--- config.mk ---
export PLATFORM = sky130hd
export DESIGN_NAME = fetch_unit
export DESIGN_NICKNAME = d
export VERILOG_FILES = /design/src/rtl/cpu_pkg.sv /design/src/rtl/pc_register.sv /design/src/rtl/fetch_unit.sv
export SDC_FILE = /design/constraint.sdc
export NUM_CORES = 1
export LEC_CHECK = 0
export CORE_ASPECT_RATIO = 1.5
export CORE_MARGIN = 2
export CORE_UTILIZATION = 46
export CTS_CLUSTER_SIZE = 20
export DETAILED_ROUTE_END_ITERATION = 12
export PLACE_DENSITY = 0.95
export SYNTH_ARGS = -nofsm -noshare
export SYNTH_HDL_FRONTEND = slang
export SYNTH_HIERARCHICAL = 1
export SYNTH_SLANG_ARGS = --single-unit
--- constraint.sdc ---
create_clock -name clk -period 4.1 [get_ports clk]
set_clock_uncertainty 0.15 [all_clocks]
set_input_delay 0.82 -clock clk [delete_from_list [all_inputs] [get_ports clk]]
set_output_delay 0.82 -clock clk [all_outputs]
set_load 0.02 [all_outputs]
--- src/rtl/cpu_pkg.sv ---
// Shared fetch-path types: FSM state encoding, redirect source codes, PC register ops.
// Also carries the default reset PC and ack timeout used by fetch_unit.
package cpu_pkg;

  typedef enum logic [1:0] {
    IDLE = 2'b00,
    REQ  = 2'b01,
    DONE = 2'b10,
    ERR  = 2'b11
  } fetch_state_t;

  localparam logic [1:0] PC_SRC_INC  = 2'b00;
  localparam logic [1:0] PC_SRC_JUMP = 2'b01;
  localparam logic [1:0] PC_SRC_REG  = 2'b10;
  localparam logic [1:0] PC_SRC_HOLD = 2'b11;

  // A single op code makes load and increment mutually exclusive by construction.
  typedef enum logic [1:0] {
    PC_OP_HOLD = 2'b00,
    PC_OP_LOAD = 2'b01,
    PC_OP_INC  = 2'b10
  } pc_op_t;

  localparam logic [31:0] RESET_PC_DEFAULT = 32'h0000_0000;
  localparam int unsigned TIMEOUT_DEFAULT  = 15;

endpackage

--- src/rtl/pc_register.sv ---
// 32-bit program counter: one-cycle hold/load/increment selected by a single op code.
// No backpressure; increment wraps modulo 2^32.
module pc_register
  import cpu_pkg::*;
#(
  parameter logic [31:0] RESET_PC = RESET_PC_DEFAULT
) (
  input  logic        clk,
  input  logic        rst_n,
  input  logic [1:0]  op,
  input  logic [31:0] load_val,
  output logic [31:0] pc
);

  pc_op_t op_e;
  assign op_e = pc_op_t'(op);

  always_ff @(posedge clk or negedge rst_n) begin
    if (!rst_n) begin
      pc <= RESET_PC;
    end else begin
      case (op_e)
        PC_OP_LOAD: pc <= load_val;
        PC_OP_INC:  pc <= pc + 32'd1;
        default:    pc <= pc;
      endcase
    end
  end

endmodule

--- src/rtl/fetch_unit.sv ---
// Instruction fetch FSM: one word per fetch_go, 2 cycles minimum to instr_valid, waits on imem_ack.
// Stalls in REQ until ack; faults to sticky ERR after TIMEOUT ack-less cycles, cleared by err_clr.
module fetch_unit
  import cpu_pkg::*;
#(
  parameter logic [31:0] RESET_PC = RESET_PC_DEFAULT,
  parameter int unsigned TIMEOUT  = TIMEOUT_DEFAULT
) (
  input  logic        clk,
  input  logic        rst_n,
  input  logic        fetch_go,
  input  logic        pc_write,
  input  logic [1:0]  pc_src,
  input  logic [31:0] jump_target,
  input  logic [31:0] reg_target,
  input  logic        err_clr,
  output logic        imem_req,
  output logic [31:0] imem_addr,
  input  logic        imem_ack,
  input  logic [31:0] imem_rdata,
  output logic [31:0] pc,
  output logic [31:0] instr,
  output logic        instr_valid,
  output logic        busy,
  output logic        fetch_err
);

  localparam logic [7:0] TIMEOUT_LAST = 8'(TIMEOUT - 1);

  fetch_state_t state;
  logic [7:0]   wait_cnt;
  pc_op_t       pc_op;
  logic [31:0]  pc_load_val;

  // PC only moves on an IDLE redirect or an accepted ack, so imem_addr is stable through REQ.
  always_comb begin
    pc_op       = PC_OP_HOLD;
    pc_load_val = jump_target;
    case (state)
      IDLE: begin
        if (pc_write) begin
          case (pc_src)
            PC_SRC_INC:  pc_op = PC_OP_INC;
            PC_SRC_JUMP: begin
              pc_op       = PC_OP_LOAD;
              pc_load_val = jump_target;
            end
            PC_SRC_REG: begin
              pc_op       = PC_OP_LOAD;
              pc_load_val = reg_target;
            end
            default:     pc_op = PC_OP_HOLD;
          endcase
        end
      end
      REQ: begin
        if (imem_ack) pc_op = PC_OP_INC;
      end
      default: pc_op = PC_OP_HOLD;
    endcase
  end

  pc_register #(
    .RESET_PC (RESET_PC)
  ) u_pc_register (
    .clk      (clk),
    .rst_n    (rst_n),
    .op       (pc_op),
    .load_val (pc_load_val),
    .pc       (pc)
  );

  assign imem_addr = pc;

  always_ff @(posedge clk or negedge rst_n) begin
    if (!rst_n) begin
      state       <= IDLE;
      instr       <= 32'h0;
      instr_valid <= 1'b0;
      imem_req    <= 1'b0;
      busy        <= 1'b0;
      fetch_err   <= 1'b0;
      wait_cnt    <= 8'd0;
    end else begin
      instr_valid <= 1'b0;
      case (state)
        IDLE: begin
          // A redirect in the same cycle wins; the fetch request is dropped.
          if (fetch_go && !pc_write) begin
            state    <= REQ;
            imem_req <= 1'b1;
            busy     <= 1'b1;
            wait_cnt <= 8'd0;
          end
        end
        REQ: begin
          if (imem_ack) begin
            instr       <= imem_rdata;
            instr_valid <= 1'b1;
            imem_req    <= 1'b0;
            state       <= DONE;
          end else if (wait_cnt == TIMEOUT_LAST) begin
            wait_cnt  <= wait_cnt + 8'd1;
            imem_req  <= 1'b0;
            fetch_err <= 1'b1;
            state     <= ERR;
          end else begin
            wait_cnt <= wait_cnt + 8'd1;
          end
        end
        DONE: begin
          busy  <= 1'b0;
          state <= IDLE;
        end
        ERR: begin
          if (err_clr) begin
            fetch_err <= 1'b0;
            busy      <= 1'b0;
            state     <= IDLE;
          end
        end
        default: begin
          imem_req  <= 1'b0;
          busy      <= 1'b0;
          fetch_err <= 1'b0;
          state     <= IDLE;
        end
      endcase
    end
  end

endmodule

==> results of run 1 <==
-- how the worst max path moves through the flow --
stage / to / slack (ns)
after floorplan: u_pc_register/pc[0] / 1.37
after global placement: u_pc_register/pc[31] / 0.72
after detailed placement: u_pc_register/pc[31] / 0.60
after CTS: u_pc_register/pc[31] / 0.94
after global routing: u_pc_register/pc[31] / 0.74
final: u_pc_register/pc[31] / 0.86
-- layer usage --
layer / share of wire / routed length [um] / GRT usage
met5: 0 / 0 / 0
met4: 0.034 / 484 / 0.118
met3: 0.059 / 848 / 0.0534
met2: 0.56 / 8040 / 0.469
met1: 0.34 / 4930 / 0.265
-- report_power, final --
part / switching, mW / internal [mW]
clock: 0.312 / 0.488
sequential: 0.451 / 1.13
combinational: 1.48 / 1.46
-- cells by family (layout without fill, tap and decap cells) --
family | Yosys count | in the layout | share of synthesized area
multiplexers | 71 | 71 | 0.168
XOR/XNOR | 1 | 1 | 0.00186
adder cells (fa/ha/maj) | 6 | 6 | 0.0160
buffers and inverters | 78 | 241 | 0.0963
flip-flops | 78 | 78 | 0.415
AO/OA/AOI/OAI | 95 | 95 | 0.139
AND/OR/NAND/NOR | 134 | 134 | 0.164
-- placed cells by master, fill, tap and decap left out, types with 2 or more instances in the layout --
cell type	n
o22a_1	24
nand3_1	24
clkdlybuf4s50_1	202
nand2b_1	2
mux2i_1	7
nor2_1	34
clkinvlp_4	2
o31ai_1	2
ha_1	5
a41oi_1	4
a311oi_1	2
mux2_1	2
and3_1	7
or3_1	5
a22oi_1	3
buf_4	7
and4_1	2
a21oi_1	30
nand2_1	18
nor4b_1	2
inv_1	16
and3_2	2
nand4_1	10
o21ai_0	8
o211ai_1	4
mux2_2	62
dfrtp_1	78
a31oi_1	10
clkbuf_16	9
nor3_1	9
-- final cells by class --
class                   instances  area (um2)  share of cell area
flip-flops and latches         78        1950               0.286
multi-input cells             307        2300               0.337
clock buffers                  11         243              0.0355
repair buffers                209        2070               0.303
inverters                      16        60.1             0.00879
clock inverters                 5        58.8             0.00860
well taps                     117         146              0.0214
-- registers in the layout, summed over array words and instances, names as in the netlist --
signal            count
instr                32
u_pc_register/pc     32
busy                  1
instr_valid           1
wait_cnt              8
imem_req              1
fetch_err             1
state                 2
-- metrics by stage --
| stage | hold slack, ns | setup slack (ns) | std cells | utilization |
|---|---|---|---|---|
| 2_1_floorplan | 0.319 | 1.37 | 463 | - |
| 3_3_place_gp | 0.336 | 0.717 | 727 | 0.652 |
| 3_5_place_dp | 0.342 | 0.598 | 727 | 0.652 |
| 4_1_cts | 0.356 | 0.942 | 743 | 0.682 |
| 5_1_grt | 0.367 | 0.736 | 743 | 0.682 |
| 6_report | 0.355 | 0.855 | 743 | 0.682 |
==> results by group, run 1 <==
Critical path
  • Worst Path Arrival: around 3.4 ns
  • CP top delay family: buffers and inverters
  • Worst path max stage delay: 0.49 ns
  • Data required time of the critical path: between 4 and 5 ns
  • Setup CP Type: in2reg
  • Buf/Inv on CP: 4
  • Slowest stage cell, crit path: clkdlybuf4s50_1
  • WP depth: 10
  • R2R cell count: 5
  • Worst R2R Start: u_pc_register/pc[3]
  • Worst-path maximum fanout: 21
  • Reg-to-reg endpoint: u_pc_register/pc[31]
  • Critical path, cell by cell: clkdlybuf4s50_1, inv_1, ha_1, and3_1, inv_1, ha_2, inv_1, or3_1, mux2i_1, a221o_1
  • Register-to-register setup slack: about 1.4 ns
  • Type of origin of the critical path: input port
  • Most frequent CP cell: inv_1
  • Crit. End Element: register
  • Crit path from: pc_src[1]

Route
  • Final WL: 14.3 mm
  • Average wire per standard cell: roughly 19 um
  • Initial DRC count: roughly 320
  • Final routed DRC violation total: 0
  • Post-DRT Antenna Nets: 0
  • Routed via count: between 4000 and 5000
  • Vias per cell: about 6
  • DR pass1 iterations: 6

Global routing
  • Number of global-route vias before repair: around 4500
  • Largest net degree at the start of global routing: 79
  • GRT Util Overall: 0.253
  • First-pass GRT wire length: about 22 mm
  • Grt ovf: 0
  • Initial antenna violation count: 0

Die
  • Die H: roughly 130 um
  • Boundary pin count: between 200 and 250
  • Cell Rows: 45
  • Die area: 11100 um2
  • Initial core utilization: 0.469
  • CORE AREA: between 10000 and 15000 um2
  • Die width: approximately 87 um

Placed design
  • Port bufs: 203
  • Placement Cell Area: 6530 um2
  • Post-DP HPWL: approximately 11 mm
  • Gpl congestion: between 0.8 and 0.9

Finish
  • NumNets Final: between 700 and 800
  • Layout fillers: approximately 760
  • Syn-to-layout area delta: 45.3%
  • Design Area, Final: 6840 um2
  • Antenna Cells: 0
  • Layout cells sized above 1: 0.157

STA
  • Relative slew margins: 0.266
  • Crit share post-route: 0.791
  • Slew @ Worst Pin: approximately 1.1 ns
  • Period minus WS final: approximately 3.2 ns
  • FMAX: roughly 310 MHz
  • RSZ-0062 raised after global routing: no
  • Setup TNS: 0 ns
  • Setup violators final: 0
  • Slew Limit Fails: 0
  • Final Hold Fails: 0

Clocking
  • Post-CTS resize count: 0
  • Clk Latency, worst-skew pair: 0.33 ns
  • Clock slew at reported path FFs: about 0.060 ns
  • Maximum buffer depth of the clock tree: 2
  • Post-CTS Setup Repair Bufs: 0
  • CTS tree: done
  • Root Driver: clkbuf_16
  • CTS Hold Bufs: 0
  • CTS HTree Levels: 3
  • TritonCTS Buffers: 9
  • Clock sink count: 78

Power and ir drop
  • Peak VDD IR: between 0.4 and 0.5 mV
  • Power, Total: around 5.3 mW
  • Pwr dens: roughly 780 nW/um2
  • Pleak: 2.76 nW

Min path
  • Hold Path Stages: 1
  • Min-delay worst type: reg2reg
  • Hold EP: instr[19]
  • Hold path startpoint: instr[19]

Yosys
  • Synth area leaders: dfrtp_1, mux2_2, buf_4, o22a_1, a21oi_1
  • Mapped cell area: approximately 4700 um2
  • EDFF count, synth: 0
  • Top cell types by occurrence after synthesis: dfrtp_1, mux2_2, buf_4, nor2_1, a21oi_1
  • Most common cell in the netlist: dfrtp_1
  • Synth warnings: 6
  • FFs w/ async S/R, synth: 1.00
  • Gate Count Post-Synth: 463
  • Net Count, Synth: between 500 and 600
  • Leading area contributor after synthesis: dfrtp_1
  • Synth Flop Type: dfrtp_1
  • Synthesized flop and latch total: a little under 80
  • Synth top area share: 0.415
  • Sequential area share after synthesis: 0.415
  • Synth Area per Inst: 10.2 um2
  • Post-synth cell types: 60

Status
  • Status: completed

Flow run
  • Max Cap Violations: 0
Note: power is estimated with default switching activity, not from simulation.
==> inputs of run 2 (changes only) <==
CORE_UTILIZATION = 39   (was 46)
PLACE_DENSITY = 0.87   (was 0.95)
clock period = 2.7 ns   (was 4.1 ns; I/O delays follow)
==> run 2 against run 1 <==
Effect of this change:
- count of clock-buffer cells in the layout is 2 lower
- wire length fell by 1.2%
- flip-flop and latch count stayed put
- sequential power rose by 50%
- power rose by 54%
- register-to-register slack got worse by 0.90 ns
- global-route usage shrank 3.7 points
- die area rose by 17%
- highest routed layer unchanged
- critical path type unchanged
- utilization down 8.7 points
==> results by group, run 2 (same netlist as run 1, synthesis figures left out) <==
Global routing
  • Number of global-route vias before repair: 4430 (was 4468)
  • Largest net degree at the start of global routing: 79 (unchanged)
  • Grt ovf: 0 (unchanged)
  • GRT Util Overall: 0.216 (was 0.253)
  • Initial antenna violation count: 0 (unchanged)
  • First-pass GRT wire length: 22.2 mm (was 21.9 mm)

Clocking
  • Clock sink count: 78 (unchanged)
  • Maximum buffer depth of the clock tree: 2 (unchanged)
  • Clock slew at reported path FFs: 0.06 ns (about the same)
  • Post-CTS Setup Repair Bufs: 0 (unchanged)
  • CTS HTree Levels: 3 (unchanged)
  • Root Driver: clkbuf_16 (unchanged)
  • Clk Latency, worst-skew pair: 0.33 ns (about the same)
  • CTS tree: done (unchanged)
  • Post-CTS resize count: 0 (unchanged)
  • CTS Hold Bufs: 0 (unchanged)
  • TritonCTS Buffers: 9 (unchanged)

STA
  • RSZ-0062 raised after global routing: no (unchanged)
  • Crit share post-route: 0.924
  • Period minus WS final: between 2 and 2.5 ns
  • Relative slew margins: 0.510 (was 0.266)
  • Worst setup margin: 0.206 ns (was 0.855 ns)
  • Slew Limit Fails: 0 (unchanged)
  • Worst hold margin: 0.0675 ns (was 0.355 ns)
  • Slew @ Worst Pin: 0.730 ns (was 1.09 ns)
  • FMAX: about 400 MHz
  • Final Hold Fails: 0 (unchanged)
  • Setup violators final: 0 (unchanged)

Finish
  • Largest regs: instr: 32 flops, u_pc_register/pc: 32 flops, wait_cnt: 8 flops (unchanged)
  • Layout fillers: 976 (was 759)
  • Syn-to-layout area delta: 50.5% (was 45.3%)
  • Footprint of the multi-input gates: 2300 um2 (unchanged)
  • Most frequent cells in the layout: clkdlybuf4s50_1, dfrtp_1, mux2_2 (unchanged)
  • NumNets Final: 749 (was 731)
  • Leading cell type in the layout, fill and taps excluded: clkdlybuf4s50_1 (unchanged)
  • Layout cells sized above 1: 0.180 (was 0.157)
  • Reg area: 1950 um2 (unchanged)
  • Antenna Cells: 0 (unchanged)
  • Final Util: 0.595 (was 0.682)

Placed design
  • Gpl congestion: 0.896 (was 0.841)
  • Post-DP HPWL: 10.7 mm (was 10.6 mm)
  • Place WS: -0.145 ns (was 0.598 ns)
  • Port bufs: 203 (unchanged)

Route
  • Routed via count: 4450 (was 4406)
  • Vias per cell: 5.59 (was 5.93)
  • DR pass1 iterations: 5 (was 6)
  • Post-DRT Antenna Nets: 0 (unchanged)
  • Final WL: 14.1 mm (was 14.3 mm)
  • Final routed DRC violation total: 0 (unchanged)
  • Initial DRC count: 218 (was 317)
  • Average wire per standard cell: 17.8 um (was 19.2 um)

Die
  • Die H: 138 um (was 128 um)
  • Die width: 93.7 um (was 86.6 um)
  • CORE AREA: 11900 um2 (was 10000 um2)
  • Cell Rows: 49 (was 45)
  • Initial core utilization: 0.395 (was 0.469)
  • Die area: 13000 um2 (was 11100 um2)
  • Boundary pin count: 204 (unchanged)

Critical path
  • Type of origin of the critical path: input port (unchanged)
  • Data required time of the critical path: 2.77 ns (was 4.22 ns)
  • Crit. End Element: register (unchanged)
  • Register-to-register setup slack: 0.45 ns (was 1.35 ns)
  • Worst-path maximum fanout: 17 (was 21)
  • Worst Path Arrival: 2.56 ns (was 3.36 ns)
  • Setup CP Type: in2reg (unchanged)

Min path
  • Min-delay worst type: in2async (was reg2reg)

Power and ir drop
  • Peak VDD IR: 0.487 mV (was 0.482 mV)
  • Pwr dens: 1160 nW/um2 (was 778 nW/um2)
  • Pleak: 2.86 nW (was 2.76 nW)

Status
  • Status: completed (unchanged)

Flow run
  • Max Cap Violations: 0 (unchanged)
-- run 2: changes by cell type in the layout (fill, tap and decap cells not counted), sizes merged --
| cell | previous run | this run |
|---|---|---|
| clkbuf | 11 | 9 |
| clkinv | 2 | 3 |
| buf | 7 | 25 |
-- run 2: area by class of cell --
type | count | share of cell area
Tap cell | 153 | 0.0270
Timing Repair Buffer | 227 | 0.323
Multi-Input combinational cell | 307 | 0.325
Inverter | 16 | 0.00849
Clock buffer | 9 | 0.0318
Sequential cell | 78 | 0.276
Clock inverter | 6 | 0.00902
-- run 2: routing by layer --
metal	global-route usage	wire length [um]
met5	0	0
met4	0.104	497
met3	0.0392	971
met2	0.387	7680
met1	0.241	4980
-- run 2: final timing paths --
check / startpoint / end / cells past startpoint
max: pc_src[1] / u_pc_register/pc[22] / 10
min: rst_n / u_pc_register/pc[11] / 2
max reg2reg: state[1] / u_pc_register/pc[22] / 8
min reg2reg: instr[16] / instr[16] / 1
max in group asynchronous: rst_n / u_pc_register/pc[26] / 2
min in group clk: instr[16] / instr[16] / 1
-- run 2: through the flow --
step / std cells / total power [mW] / TNS, ns / area (um2)
finish: 796 / 8.18 / 0 / 7080
global route: 796 / 8.61 / 0 / 7080
CTS: 796 / 8.21 / 0 / 7080
detailed placement: 781 / 6.99 / -2.28 / 6790
global placement: 781 / 6.81 / -1.28 / 6790
floorplan: 463 / 5.03 / 0 / 4700
-- run 2: where the power goes --
part | internal, mW | switching [mW]
Clock | 0.708 | 0.481
Sequential | 1.71 | 0.664
Combinational | 2.36 | 2.26
-- run 2: worst max-delay path, stage by stage --
cell,delay (ns)
clkdlybuf4s50_1,0.48
inv_1,0.05
ha_1,0.26
and3_1,0.17
inv_1,0.05
ha_2,0.38
buf_4,0.24
nor2_1,0.08
a211oi_1,0.24
nor3_1,0.08
==> inputs of run 3 (changes only) <==
CELL_PAD_IN_SITES_DETAIL_PLACEMENT = 1   (was default)
CELL_PAD_IN_SITES_GLOBAL_PLACEMENT = 1   (was default)
CORE_UTILIZATION = 29   (was 39)
==> run 3 against run 2 <==
Effect of this change:
- wire length grew 9.8%
- clock power grew 12%
- sequential share of layout area shrank 0.56 points
- largest cell class is now non-clock buffers
==> results by group, run 3 (same netlist as run 1, synthesis figures left out) <==
Die
  • Boundary pin count: 204 (unchanged)
  • Initial core utilization: 0.293 (was 0.395)
  • Die width: 108 um (was 93.7 um)
  • Die H: 160 um (was 138 um)
  • Cell Rows: 57 (was 49)
  • Die area: 17300 um2 (was 13000 um2)
  • CORE AREA: 16000 um2 (was 11900 um2)

Route
  • Post-DRT Antenna Nets: 0 (unchanged)
  • Initial DRC count: 116 (was 218)
  • Vias per cell: 5.11 (was 5.59)
  • DR pass1 iterations: 4 (was 5)
  • Final routed DRC violation total: 0 (unchanged)
  • Average wire per standard cell: 18.1 um (was 17.8 um)
  • Routed via count: 4374 (was 4450)
  • Final WL: 15.5 mm (was 14.1 mm)

STA
  • Slew Limit Fails: 0 (unchanged)
  • Setup TNS: 0 ns (unchanged)
  • Relative slew margins: 0.698 (was 0.510)
  • Period minus WS final: 2.53 ns (was 2.49 ns)
  • FMAX: 395 MHz (was 401 MHz)
  • Slew @ Worst Pin: 0.453 ns (was 0.730 ns)
  • Final Hold Fails: 0 (unchanged)
  • Worst hold margin: 0.0785 ns (was 0.0675 ns)
  • RSZ-0062 raised after global routing: no (unchanged)
  • Setup violators final: 0 (unchanged)
  • Crit share post-route: 0.937 (was 0.924)

Placed design
  • Port bufs: 203 (unchanged)
  • Post-DP HPWL: 11.9 mm (was 10.7 mm)
  • Gpl congestion: 0.857 (was 0.896)

Status
  • Status: completed (unchanged)

Global routing
  • First-pass GRT wire length: 25.0 mm (was 22.2 mm)
  • Initial antenna violation count: 0 (unchanged)
  • Largest net degree at the start of global routing: 79 (unchanged)
  • Number of global-route vias before repair: 4954 (was 4430)
  • GRT Util Overall: 0.181 (was 0.216)
  • Grt ovf: 0 (unchanged)

Power and ir drop
  • Peak VDD IR: 0.442 mV (was 0.487 mV)
  • Pwr dens: 1170 nW/um2 (was 1160 nW/um2)
  • Power, Total: 8.43 mW (was 8.18 mW)
  • Pleak: 2.91 nW (was 2.86 nW)

Finish
  • Syn-to-layout area delta: 53.6% (was 50.5%)
  • NumNets Final: 755 (was 749)
  • Footprint of the multi-input gates: 2300 um2 (about the same)
  • Reg area: 1950 um2 (unchanged)
  • Antenna Cells: 0 (unchanged)
  • Layout fillers: 1765 (was 976)
  • Largest regs: instr: 32 flops, u_pc_register/pc: 32 flops, wait_cnt: 8 flops (unchanged)
  • Final Util: 0.450 (was 0.595)
  • Layout cells sized above 1: 0.191 (was 0.180)
  • Leading cell type in the layout, fill and taps excluded: clkdlybuf4s50_1 (unchanged)
  • Most frequent cells in the layout: clkdlybuf4s50_1, dfrtp_1, mux2_2 (unchanged)

Flow run
  • Max Cap Violations: 0 (unchanged)

Clocking
  • TritonCTS Buffers: 9 (unchanged)
  • CTS HTree Levels: 3 (unchanged)
  • Clk Latency, worst-skew pair: 0.34 ns (was 0.33 ns)
  • Clock sink count: 78 (unchanged)
  • Clock slew at reported path FFs: 0.06 ns (about the same)
  • Maximum buffer depth of the clock tree: 2 (unchanged)
  • Post-CTS Setup Repair Bufs: 0 (unchanged)
  • Post-CTS resize count: 0 (unchanged)
  • CTS Hold Bufs: 0 (unchanged)
  • CTS tree: done (unchanged)
  • Root Driver: clkbuf_16 (unchanged)

Critical path
  • Data required time of the critical path: 2.79 ns (was 2.77 ns)
  • Critical path, cell by cell: clkdlybuf4s50_1, inv_1, ha_1, and3_1, inv_1, ha_2, nor2_1, nor2_1, o31a_1, a311oi_1 (was clkdlybuf4s50_1, inv_1, ha_1, and3_1, inv_1, ha_2, buf_4, nor2_1, a211oi_1, nor3_1)
  • Worst path max stage delay: 0.45 ns (was 0.48 ns)
  • Worst Path Arrival: 2.62 ns (was 2.56 ns)
  • Type of origin of the critical path: input port (unchanged)
  • Crit. End Element: register (unchanged)
  • Slowest stage cell, crit path: clkdlybuf4s50_1 (unchanged)
  • Buf/Inv on CP: 3 (was 4)
  • Setup CP Type: in2reg (unchanged)
  • CP top delay family: adder cells (was buffers and inverters)
  • Worst-path maximum fanout: 12 (was 17)
  • Register-to-register setup slack: 0.36 ns (was 0.45 ns)

Min path
  • Min-delay worst type: in2async (unchanged)
## run 3: cell types whose count changed in the layout (fill, tap and decap cells not counted)
cell	delta
inv_6	+1
and3_1	-1
buf_4	+6
bufinv_16	+1
and3_2	+1
clkinv_2	-1
## run 3: stage by stage
step | instance area [um2] | cells | setup WS (ns)
2_1_floorplan | 4700 | 463 | 0.247
3_3_place_gp | 6900 | 840 | -0.136
3_5_place_dp | 6900 | 840 | -0.160
4_1_cts | 7220 | 856 | 0.176
5_1_grt | 7220 | 856 | 0.0480
6_report | 7220 | 856 | 0.171
## run 3: worst register-to-register path: stages, from the launching register on
cell	delay, ns
dfrtp_1	0.54
inv_1	0.18
nand3_1	0.10
a21oi_1	0.18
ha_2	0.39
nor2_1	0.24
nor2_1	0.09
o31a_1	0.12
a311oi_1	0.26
## run 3: area by class of cell
class                           count  area share
Clock inverter                      7      0.0135
Clock buffer                        9      0.0312
Sequential cell                    78       0.270
Timing Repair Buffer              233       0.322
Tap cell                          206      0.0357
Multi-Input combinational cell    307       0.319
Inverter                           16     0.00831
## run 3: worst paths after layout
kind / start / end / cells after the start
max in group asynchronous: rst_n / u_pc_register/pc[28] / 2
min in group clk: instr[3] / instr[3] / 1
setup reg to reg: state[0] / u_pc_register/pc[30] / 8
hold / removal: rst_n / u_pc_register/pc[8] / 2
hold reg to reg: instr[3] / instr[3] / 1
setup / recovery: pc_src[0] / u_pc_register/pc[30] / 10
## run 3: layer usage
layer  global-route usage  wire length [um]  vias to the layer above
li1                     -                 -                     2032
met1                0.191              5650                     2148
met2                0.338              8520                      168
met3               0.0490              1030                       26
met4               0.0624               325                        0
met5                    0                 0                        -
## run 3: power by group
part	internal (mW)	total [mW]	leakage, nW	switching [mW]
Sequential	1.71	2.37	0.924	0.665
Clock	0.813	1.33	0.152	0.518
Combinational	2.42	4.73	1.84	2.31
Total	4.94	8.43	2.91	3.49
